<file path="src/rtl/riscv_pkg.sv">
// Shared RISC-V decode constants and the ALU operation encoding used by the
// integer datapath.
package riscv_pkg;

  localparam logic [6:0] OPC_OP     = 7'h33;
  localparam logic [6:0] OPC_OP_IMM = 7'h13;
  localparam logic [6:0] OPC_LUI    = 7'h37;

  localparam logic [6:0] F7_BASE   = 7'h00;
  localparam logic [6:0] F7_ALT    = 7'h20;
  localparam logic [6:0] F7_MULDIV = 7'h01;

  typedef enum logic [4:0] {
    ALU_ADD    = 5'd0,
    ALU_SUB    = 5'd1,
    ALU_SLL    = 5'd2,
    ALU_SLT    = 5'd3,
    ALU_SLTU   = 5'd4,
    ALU_XOR    = 5'd5,
    ALU_SRL    = 5'd6,
    ALU_SRA    = 5'd7,
    ALU_OR     = 5'd8,
    ALU_AND    = 5'd9,
    ALU_MUL    = 5'd10,
    ALU_MULH   = 5'd11,
    ALU_MULHSU = 5'd12,
    ALU_MULHU  = 5'd13,
    ALU_DIV    = 5'd14,
    ALU_DIVU   = 5'd15,
    ALU_REM    = 5'd16,
    ALU_REMU   = 5'd17
  } alu_op_e;

  // funct3 mapping shared by OP (funct7=0x00) and OP-IMM.
  function automatic alu_op_e base_op(input logic [2:0] funct3);
    case (funct3)
      3'd0:    return ALU_ADD;
      3'd1:    return ALU_SLL;
      3'd2:    return ALU_SLT;
      3'd3:    return ALU_SLTU;
      3'd4:    return ALU_XOR;
      3'd5:    return ALU_SRL;
      3'd6:    return ALU_OR;
      default: return ALU_AND;
    endcase
  endfunction

  function automatic alu_op_e muldiv_op(input logic [2:0] funct3);
    case (funct3)
      3'd0:    return ALU_MUL;
      3'd1:    return ALU_MULH;
      3'd2:    return ALU_MULHSU;
      3'd3:    return ALU_MULHU;
      3'd4:    return ALU_DIV;
      3'd5:    return ALU_DIVU;
      3'd6:    return ALU_REM;
      default: return ALU_REMU;
    endcase
  endfunction

endpackage

</file>
<file path="src/rtl/instr_decode.sv">
// Combinational decode of OP / OP-IMM / LUI into ALU control, operand select,
// immediate and register indices; anything unrecognised is flagged illegal.
module instr_decode
  import riscv_pkg::*;
#(
  parameter int XLEN     = 32,
  parameter bit ENABLE_M = 1'b0
) (
  input  logic [31:0]     instr,
  output logic            legal,
  output logic [4:0]      alu_op,
  output logic            alu_src_imm,
  output logic [XLEN-1:0] imm,
  output logic [4:0]      rs1,
  output logic [4:0]      rs2,
  output logic [4:0]      rd,
  output logic            regwrite
);

  logic [6:0]        opcode;
  logic [2:0]        funct3;
  logic [6:0]        funct7;
  logic signed [11:0] imm_i;
  logic signed [31:0] imm_u;
  logic              is_shift;
  logic              shift_ok;
  alu_op_e           op;
  logic              ok;
  logic              src_imm;
  logic [XLEN-1:0]   imm_val;
  logic [4:0]        rs1_val;

  assign opcode   = instr[6:0];
  assign funct3   = instr[14:12];
  assign funct7   = instr[31:25];
  assign imm_i    = instr[31:20];
  assign imm_u    = {instr[31:12], 12'b0};
  assign is_shift = (funct3 == 3'd1) || (funct3 == 3'd5);

  // RV64 shamt is 6 bits wide, so only instr[31:26] carries the funct field.
  always_comb begin
    shift_ok = 1'b0;
    if (XLEN == 64) begin
      shift_ok = (instr[31:26] == 6'h00) ||
                 ((instr[31:26] == 6'h10) && (funct3 == 3'd5));
    end else begin
      shift_ok = (funct7 == F7_BASE) ||
                 ((funct7 == F7_ALT) && (funct3 == 3'd5));
    end
  end

  always_comb begin
    ok      = 1'b0;
    op      = ALU_ADD;
    src_imm = 1'b0;
    imm_val = '0;
    rs1_val = instr[19:15];
    case (opcode)
      OPC_OP: begin
        case (funct7)
          F7_BASE: begin
            ok = 1'b1;
            op = base_op(funct3);
          end
          F7_ALT: begin
            if (funct3 == 3'd0) begin
              ok = 1'b1;
              op = ALU_SUB;
            end else if (funct3 == 3'd5) begin
              ok = 1'b1;
              op = ALU_SRA;
            end
          end
          F7_MULDIV: begin
            if (ENABLE_M) begin
              ok = 1'b1;
              op = muldiv_op(funct3);
            end
          end
          default: ok = 1'b0;
        endcase
      end
      OPC_OP_IMM: begin
        src_imm = 1'b1;
        if (is_shift) begin
          ok = shift_ok;
          if (funct3 == 3'd1) op = ALU_SLL;
          else                op = instr[30] ? ALU_SRA : ALU_SRL;
          if (XLEN == 64) imm_val = XLEN'(instr[25:20]);
          else            imm_val = XLEN'(instr[24:20]);
        end else begin
          ok      = 1'b1;
          op      = base_op(funct3);
          imm_val = XLEN'(imm_i);
        end
      end
      OPC_LUI: begin
        ok      = 1'b1;
        op      = ALU_ADD;
        src_imm = 1'b1;
        rs1_val = 5'd0;
        imm_val = XLEN'(imm_u);
      end
      default: ok = 1'b0;
    endcase
  end

  // Illegal words become a harmless non-writing ADD so nothing stale leaks out.
  always_comb begin
    legal       = ok;
    alu_op      = ok ? op : ALU_ADD;
    alu_src_imm = ok & src_imm;
    imm         = ok ? imm_val : '0;
    rs1         = ok ? rs1_val : instr[19:15];
    rs2         = instr[24:20];
    rd          = instr[11:7];
    regwrite    = ok && (instr[11:7] != 5'd0);
  end

endmodule

</file>
<file path="src/rtl/alu_decode_stage.sv">
// One-entry valid/ready pipeline register around instr_decode, plus a
// saturating counter of accepted illegal instructions.
module alu_decode_stage
  import riscv_pkg::*;
#(
  parameter int XLEN      = 32,
  parameter bit ENABLE_M  = 1'b0,
  parameter int ILL_CNT_W = 16
) (
  input  logic                 clk,
  input  logic                 rst_n,
  input  logic                 in_valid,
  output logic                 in_ready,
  input  logic [31:0]          instr,
  input  logic                 flush,
  output logic                 out_valid,
  input  logic                 out_ready,
  output logic [4:0]           alu_control,
  output logic                 regwrite_control,
  output logic                 alu_src_imm,
  output logic [XLEN-1:0]      imm,
  output logic [4:0]           rs1,
  output logic [4:0]           rs2,
  output logic [4:0]           rd,
  output logic                 illegal,
  output logic [ILL_CNT_W-1:0] ill_count
);

  logic            dec_legal;
  logic [4:0]      dec_alu_op;
  logic            dec_src_imm;
  logic [XLEN-1:0] dec_imm;
  logic [4:0]      dec_rs1;
  logic [4:0]      dec_rs2;
  logic [4:0]      dec_rd;
  logic            dec_regwrite;

  instr_decode #(
    .XLEN     (XLEN),
    .ENABLE_M (ENABLE_M)
  ) u_decode (
    .instr       (instr),
    .legal       (dec_legal),
    .alu_op      (dec_alu_op),
    .alu_src_imm (dec_src_imm),
    .imm         (dec_imm),
    .rs1         (dec_rs1),
    .rs2         (dec_rs2),
    .rd          (dec_rd),
    .regwrite    (dec_regwrite)
  );

  logic                 valid_reg;
  logic [4:0]           alu_op_reg;
  logic                 regwrite_reg;
  logic                 src_imm_reg;
  logic [XLEN-1:0]      imm_reg;
  logic [4:0]           rs1_reg;
  logic [4:0]           rs2_reg;
  logic [4:0]           rd_reg;
  logic                 illegal_reg;
  logic [ILL_CNT_W-1:0] ill_cnt_reg;
  logic [ILL_CNT_W-1:0] ill_cnt_next;
  logic                 accept;

  assign in_ready = !valid_reg || out_ready;
  assign accept   = in_valid && in_ready;

  always_comb begin
    ill_cnt_next = ill_cnt_reg;
    if (accept && !dec_legal && !(&ill_cnt_reg))
      ill_cnt_next = ill_cnt_reg + ILL_CNT_W'(1);
  end

  // Payload only loads on a non-flushed accept, so a stalled entry holds still.
  always_ff @(posedge clk) begin
    if (!rst_n) begin
      valid_reg    <= 1'b0;
      alu_op_reg   <= '0;
      regwrite_reg <= 1'b0;
      src_imm_reg  <= 1'b0;
      imm_reg      <= '0;
      rs1_reg      <= '0;
      rs2_reg      <= '0;
      rd_reg       <= '0;
      illegal_reg  <= 1'b0;
      ill_cnt_reg  <= '0;
    end else begin
      ill_cnt_reg <= ill_cnt_next;
      if (flush) begin
        valid_reg <= 1'b0;
      end else if (accept) begin
        valid_reg    <= 1'b1;
        alu_op_reg   <= dec_alu_op;
        regwrite_reg <= dec_regwrite;
        src_imm_reg  <= dec_src_imm;
        imm_reg      <= dec_imm;
        rs1_reg      <= dec_rs1;
        rs2_reg      <= dec_rs2;
        rd_reg       <= dec_rd;
        illegal_reg  <= !dec_legal;
      end else if (out_ready) begin
        valid_reg <= 1'b0;
      end
    end
  end

  assign out_valid        = valid_reg;
  assign alu_control      = alu_op_reg;
  assign regwrite_control = regwrite_reg;
  assign alu_src_imm      = src_imm_reg;
  assign imm              = imm_reg;
  assign rs1              = rs1_reg;
  assign rs2              = rs2_reg;
  assign rd               = rd_reg;
  assign illegal          = illegal_reg;
  assign ill_count        = ill_cnt_reg;

endmodule

</file>
<file path="config.mk">
export PLATFORM = sky130hd
export DESIGN_NAME = alu_decode_stage
export DESIGN_NICKNAME = d
export VERILOG_FILES = /design/src/rtl/riscv_pkg.sv /design/src/rtl/instr_decode.sv /design/src/rtl/alu_decode_stage.sv
export SDC_FILE = /design/constraint.sdc
export NUM_CORES = 1
export LEC_CHECK = 0
export CORE_AREA = 8 8 96 98
export DETAILED_ROUTE_END_ITERATION = 7
export DIE_AREA = 0 0 104 106
export GPL_TIMING_DRIVEN = 0
export PLACE_DENSITY = 0.77
export RECOVER_POWER = 100
export SYNTH_ARGS = -nofsm -noshare
export SYNTH_HDL_FRONTEND = slang
export SYNTH_SLANG_ARGS = --single-unit
</file>
<file path="constraint.sdc">
create_clock -name clk -period 2.08 [get_ports clk]
set_clock_uncertainty 0.1 [all_clocks]
set_input_delay 0.416 -clock clk [delete_from_list [all_inputs] [get_ports clk]]
set_output_delay 0.416 -clock clk [all_outputs]
set_load 0.01 [all_outputs]
</file>
==> results of run 1 <==
-- metrics by stage --
stage	setup slack [ns]	cell area, um^2
floorplan	0.1510	3401
global placement	-0.4401	4583
detailed placement	-0.4937	4583
CTS	0.0008211	4827
global route	-0.01835	4989
finish	0.03899	4989
-- kinds of logic after synthesis --
family | count (synthesis)
buffers and inverters | 34
adder cells (fa/ha/maj) | 1
flip-flops | 71
XOR/XNOR | 2
other | 1
multiplexers | 9
AND/OR/NAND/NOR | 184
AO/OA/AOI/OAI | 93
-- layer usage --
layer / global-route usage / share of wire / vias up
met5: 0 / 0 / -
met4: 0.06929 / 0.020 / 0
met3: 0.06715 / 0.075 / 21
met2: 0.3245 / 0.49 / 135
met1: 0.2160 / 0.42 / 1629
li1: - / - / 1694
-- cell usage in the layout, fill, tap and decap left out, drive strengths merged, types with 9 or more instances in the layout --
master	netlist	routed
a21oi	33	33
clkdlybuf4s50	0	23
clkbuf	15	31
nand2b	13	13
a31oi	14	14
mux2i	9	9
dfxtp	71	71
dlygate4sd3	0	71
nand2	76	76
nor2	18	18
buf	17	23
nand3	36	36
-- timing repair --
action,in CTS,in global routing
buffers inserted,4,9
pin swaps,3,11
gates cloned,0,0
gates resized for setup,13,43
setup endpoints to repair,34,65
-- layout make-up --
cell class / instances / area (um^2)
buffer: 32 / 209.0
tap: 105 / 131.4
fill: 654 / 2856
timing repair buffer: 118 / 1161
inverter: 2 / 7.507
clock inverter: 7 / 61.31
clock buffer: 9 / 123.9
antenna: 1 / 2.502
sequential: 71 / 1426
multi-input combinational: 290 / 1866
-- worst register-to-register path: cells and delay by family, from the launching register on --
kind                       cells  cell delay, ns
adders and majority gates      1            0.15
AOI/OAI and AO/OA              2            0.33
and+or+nand+nor                3            1.00
DFF                            1            0.38
-- Yosys cell counts (2+ instances only) --
master,instances
a211oi_2,7
a21oi_1,32
a22oi_1,7
a31oi_1,14
and2_1,2
and4_1,2
buf_1,2
buf_2,8
buf_4,4
buf_8,2
clkbuf_1,15
dfxtp_1,71
mux2i_1,9
nand2_1,76
nand2b_1,12
nand3_1,36
nand4_1,2
nand4b_1,2
nor2_1,17
nor2b_1,4
nor3_1,3
nor3_2,2
nor4_2,6
nor4b_2,2
o211ai_1,5
o211ai_2,2
o21ai_0,5
o21ai_1,2
o31ai_1,6
o41ai_1,2
or3_1,2
or4_1,6
xor2_1,2
-- worst max path at each step --
stage | cells after the start | slack, ns | to
2_1_floorplan | 6 | 0.15 | ill_count[8]$_SDFFE_PN0P_
3_3_place_gp | 7 | -0.44 | alu_control[1]$_SDFFE_PN0P_
5_1_grt | 6 | -0.02 | ill_count[12]$_SDFFE_PN0P_
6_report | 8 | 0.04 | ill_count[10]$_SDFFE_PN0P_
4_1_cts | 8 | 0.0008 | ill_count[10]$_SDFFE_PN0P_
3_5_place_dp | 7 | -0.49 | alu_control[1]$_SDFFE_PN0P_
-- power breakdown --
group,total (mW),switching (mW),internal [mW]
Combinational,0.346,0.188,0.157
Sequential,1.40,0.0177,1.38
Clock,1.06,0.607,0.455
==> metrics.cfg, run 1 <==
[route]
drc=0
routedWlPerCell_um=16.97
vias=3479
wl_um=10780
firstDrtPassIters=6
routed_via_density=5.479
drt_iter0_drc=146
antenna_left=0

[global_route]
grt_max_degree=16
track_usage=0.1903
grt_pass1_wl_um=17190
overflow=0
first_global_vias=3422
antenna_found_initial=1

[yosys]
synth-compound-area-share=0.1987
yosysSeqAreaShare=0.4180
yosysTopAreaCellShare=0.4180
synth_area_um2=3401
netlist-cell-type-count=59
synth_area_leaders=dfxtp_1, nand2_1, nand3_1, a21oi_1, mux2i_1
synth-adder-area-share=0.003679
yosys_most_used_dff=dfxtp_1
synth_top_family_by_area=simple AND/OR/NAND/NOR gates
synth-simple-area-share=0.2932
synth_area_per_cell_um2=8.610
yosys.area.top_type=dfxtp_1
syn_nets=433
synth_cells=395
synthXorXnorAreaFrac=0.005151
synthMuxAreaShare=0.02649
ys_warn_count=0
ys_async_sr_fraction=0
synth_seq_cells=71
synth-edff-count=0

[min_path]
hold_end=imm[12]$_SDFFE_PN0P_
hold_path.class=primary input to register
hold_path_depth=3
worstHoldStart=instr[12]

[die]
die_area_um2=11020
row_count=33
die_y_um=106
coreArea_um2=7845
die_x_um=104
io_pins=110
initial_core_util=0.4335

[setup_path]
path_buf_inv=3
cp_slowest_stage_delay_ns=0.53
r2r_cells=6
critPathTopFamily=buffers and inverters
critPathLaunchType=primary input
worstPathCellList=clkdlybuf4s50_1 -> buf_6 -> nand2b_4 -> a21oi_4 -> a21boi_4 -> buf_4 -> or4_1 -> a21oi_1
startpoint=instr[13]
r2r_slack_ns=0.06
cp_max_fo=10
arrival_ns=2.24
r2r_start=ill_count[0]$_SDFFE_PN0P_
path_class=primary input to register
worstSetupEndpointType=register
slowest_stage=or4_1
r2r-end=ill_count[10]$_SDFFE_PN0P_
crit_required_ns=2.27

[finish]
largest_reg_flops=32
fin_cells=635
final_layout_size_suffix_gt1_frac=0.1720
post-route-util=0.6359
nNetsFinal=562
area_growth_pct=46.69

[power_and_ir_drop]
leakage_nw=1.979
power.density_nw_per_um2=563.3
power_mw=2.810
ir_worst_vdd_uv=343.0

[sta]
setup_viol=0
slew_headroom=0.6240
min_period_over_period=0.9813
fin_crit_ns=2.041
slew_violations=0
tightestPinTransition_ns=0.5639
fin_tns_setup_ns=0
fin_hold_ws_ns=0.3176
clock.fmax_mhz=490.0
hold_viol_final=0

[placed_design]
placed_cells=605
globalplace.congestion=0.8615
io_buffers=105
dp_hpwl_um=7864

[clock_tree]
cts_hold_buf=0
tritoncts=yes
clock_path_buffers=2
root_buffer=clkbuf_8
clk_latency_ns=0.36
cts.sink_count=71
htreeDepth=3
clk_pin_slew_ns=0.09
cts_buffers=9

[run_status]
outcome=finished clean

[run]
cap_violations=0

Power figures use the tool's default switching activity.
==> inputs of run 2 (changes only) <==
--- a/config.mk
+++ b/config.mk
@@ -11,6 +11,7 @@
 export GPL_TIMING_DRIVEN = 0
 export PLACE_DENSITY = 0.77
 export RECOVER_POWER = 100
+export SETUP_SLACK_MARGIN = 0.05
 export SYNTH_ARGS = -nofsm -noshare
 export SYNTH_HDL_FRONTEND = slang
 export SYNTH_SLANG_ARGS = --single-unit
==> metrics.cfg, run 2 (synthesis results as in run 1) <==
[setup_path]
worstPathCellList=clkdlybuf4s50_1 -> buf_6 -> nand2b_4 -> a21oi_4 -> a21boi_4 -> buf_4 -> or4_4 -> a21oi_2
path_class=primary input to register
cp_slowest_stage_delay_ns=0.51
arrival_ns=2.24
critPathLaunchType=primary input
crit_required_ns=2.27
critPathTopFamily=buffers and inverters
worstSetupEndpointType=register
slowest_stage=or4_4
cp.depth=8
r2r_cells=7
r2r_start=ill_count[0]$_SDFFE_PN0P_
path_buf_inv=3
r2r_slack_ns=0.13
r2r-end=ill_count[12]$_SDFFE_PN0P_
cp_max_fo=8

[sta]
rsz0062_at_grt=yes
slew_headroom=0.6031
setup_slack_ns=0.03225
tightestPinTransition_ns=0.5953
fin_crit_ns=2.048
min_period_over_period=0.9845
setup_viol=0
clock.fmax_mhz=488.3
slew_violations=0
hold_viol_final=0

[finish]
largest_reg_flops=32
area_growth_pct=51.80
nNetsFinal=568
nFillCells=625
final_area_um2=5162
final_layout_size_suffix_gt1_frac=0.2075
final_cell_mix=nand2_1, dlygate4sd3_1, dfxtp_1
post-route-util=0.6581
final_common_cell=nand2_1

[placed_design]
dp_hpwl_um=7864
pre_cts_ws_ns=-0.4937
io_buffers=105
post_dp_cell_area_um2=4583
globalplace.congestion=0.8615

[route]
firstDrtPassIters=4
wl_um=11350
routedWlPerCell_um=17.71
vias=3560
drt_iter0_drc=178
drc=0
antenna_left=0
routed_via_density=5.554

[clock_tree]
tritoncts=yes
clk_pin_slew_ns=0.09
cts_buffers=9
clk_latency_ns=0.36
root_buffer=clkbuf_8
clock_path_buffers=2
cts.sink_count=71
htreeDepth=3

[die]
io_pins=110
die_y_um=106
die_x_um=104
row_count=33
coreArea_um2=7845
initial_core_util=0.4335
die_area_um2=11020

[global_route]
grt_pass1_wl_um=17350
use_met3=0.06655
grt_max_degree=16
grtUsageMet2=0.3300
top_usage_layer=met2
first_global_vias=3444
grtUsageMet1=0.2167
track_usage=0.1919
antenna_found_initial=1
overflow=0

[power_and_ir_drop]
power.density_nw_per_um2=546.6
internal_power_mw=2.000
leakage_nw=2.042
seqPwrFrac=0.497
power.share.clock=0.377
p_comb_frac=0.126
ir_worst_vdd_uv=362.0
sw_frac_of_total=0.2913
p_switching_uw=821.8
power_mw=2.822

[run_status]
outcome=finished clean

[min_path]
hold_end=imm[12]$_SDFFE_PN0P_
hold_path.class=primary input to register
hold_path_depth=3
worstHoldStart=instr[12]

[run]
cap_violations=0

## run 2: cell types whose count changed in the layout (fill, tap and decap cells not counted), sizes merged
| cell | delta |
|---|---|
| dlygate4sd2 | +3 |
| dlymetal6s2s | -1 |
| clkbuf | -2 |
| buf | +8 |
| clkdlybuf4s50 | -2 |
## run 2: per-layer routing
metal	wire [um]	share of wire
met2	5630	0.50
met1	4606	0.41
met5	0	0
met4	250	0.022
met3	862	0.076
## run 2: worst reg2reg max path, stage by stage, from the launching register on
cell and delay, ns:
dfxtp_2 0.39, ha_4 0.16, nand3_2 0.11, nor4b_4 0.22, buf_4 0.18, nand4_1 0.13
o41ai_1 0.38, o21ba_1 0.19
## run 2: worst max path at each step
| stage | start | to | slack (ns) |
|---|---|---|---|
| floorplan | ill_count[0]$_SDFFE_PN0P_ | ill_count[8]$_SDFFE_PN0P_ | 0.15 |
| global placement | instr[25] | alu_control[1]$_SDFFE_PN0P_ | -0.44 |
| detailed placement | instr[25] | alu_control[1]$_SDFFE_PN0P_ | -0.49 |
| CTS | instr[4] | regwrite_control$_SDFFE_PN0P_ | 0.01 |
| global route | instr[27] | alu_control[1]$_SDFFE_PN0P_ | -0.01 |
| finish | instr[13] | ill_count[10]$_SDFFE_PN0P_ | 0.03 |
## run 2: area by class of cell
| cell class | count | area, um^2 | share of cell area |
|---|---|---|---|
| Sequential cell | 71 | 1424 | 0.2758 |
| Tap cell | 105 | 131.4 | 0.02545 |
| Clock inverter | 7 | 61.31 | 0.01188 |
| Multi-Input combinational cell | 290 | 1973 | 0.3822 |
| Clock buffer | 9 | 123.9 | 0.02399 |
| Buffer | 32 | 210.2 | 0.04072 |
| Inverter | 2 | 7.507 | 0.001454 |
| Timing Repair Buffer | 124 | 1229 | 0.2380 |
| Antenna cell | 1 | 2.502 | 0.0004847 |
## run 2: stage by stage
step	setup TNS (ns)	instances	hold slack (ns)
global placement	-23.18	605	0.3396
finish	0	641	0.3074
CTS	0	630	0.3061
detailed placement	-24.85	605	0.3452
floorplan	0	395	0.3761
global route	-0.01249	641	0.3058
## run 2: power by group through the flow
| stage | Combinational [mW] | Sequential (mW) | Clock, mW |
|---|---|---|---|
| floorplan | 0.148 | 1.44 | 0 |
| global placement | 0.335 | 1.43 | 0 |
| detailed placement | 0.341 | 1.43 | 0 |
| CTS | 0.346 | 1.40 | 1.08 |
| global route | 0.384 | 1.41 | 1.14 |
| finish | 0.355 | 1.40 | 1.06 |
## run 2: what timing repair did
action                     CTS  global route
gates resized for setup     23            53
setup buffers                9            10
pin swaps                    8            19
hold buffers                 0             0
setup endpoints to repair   53            66
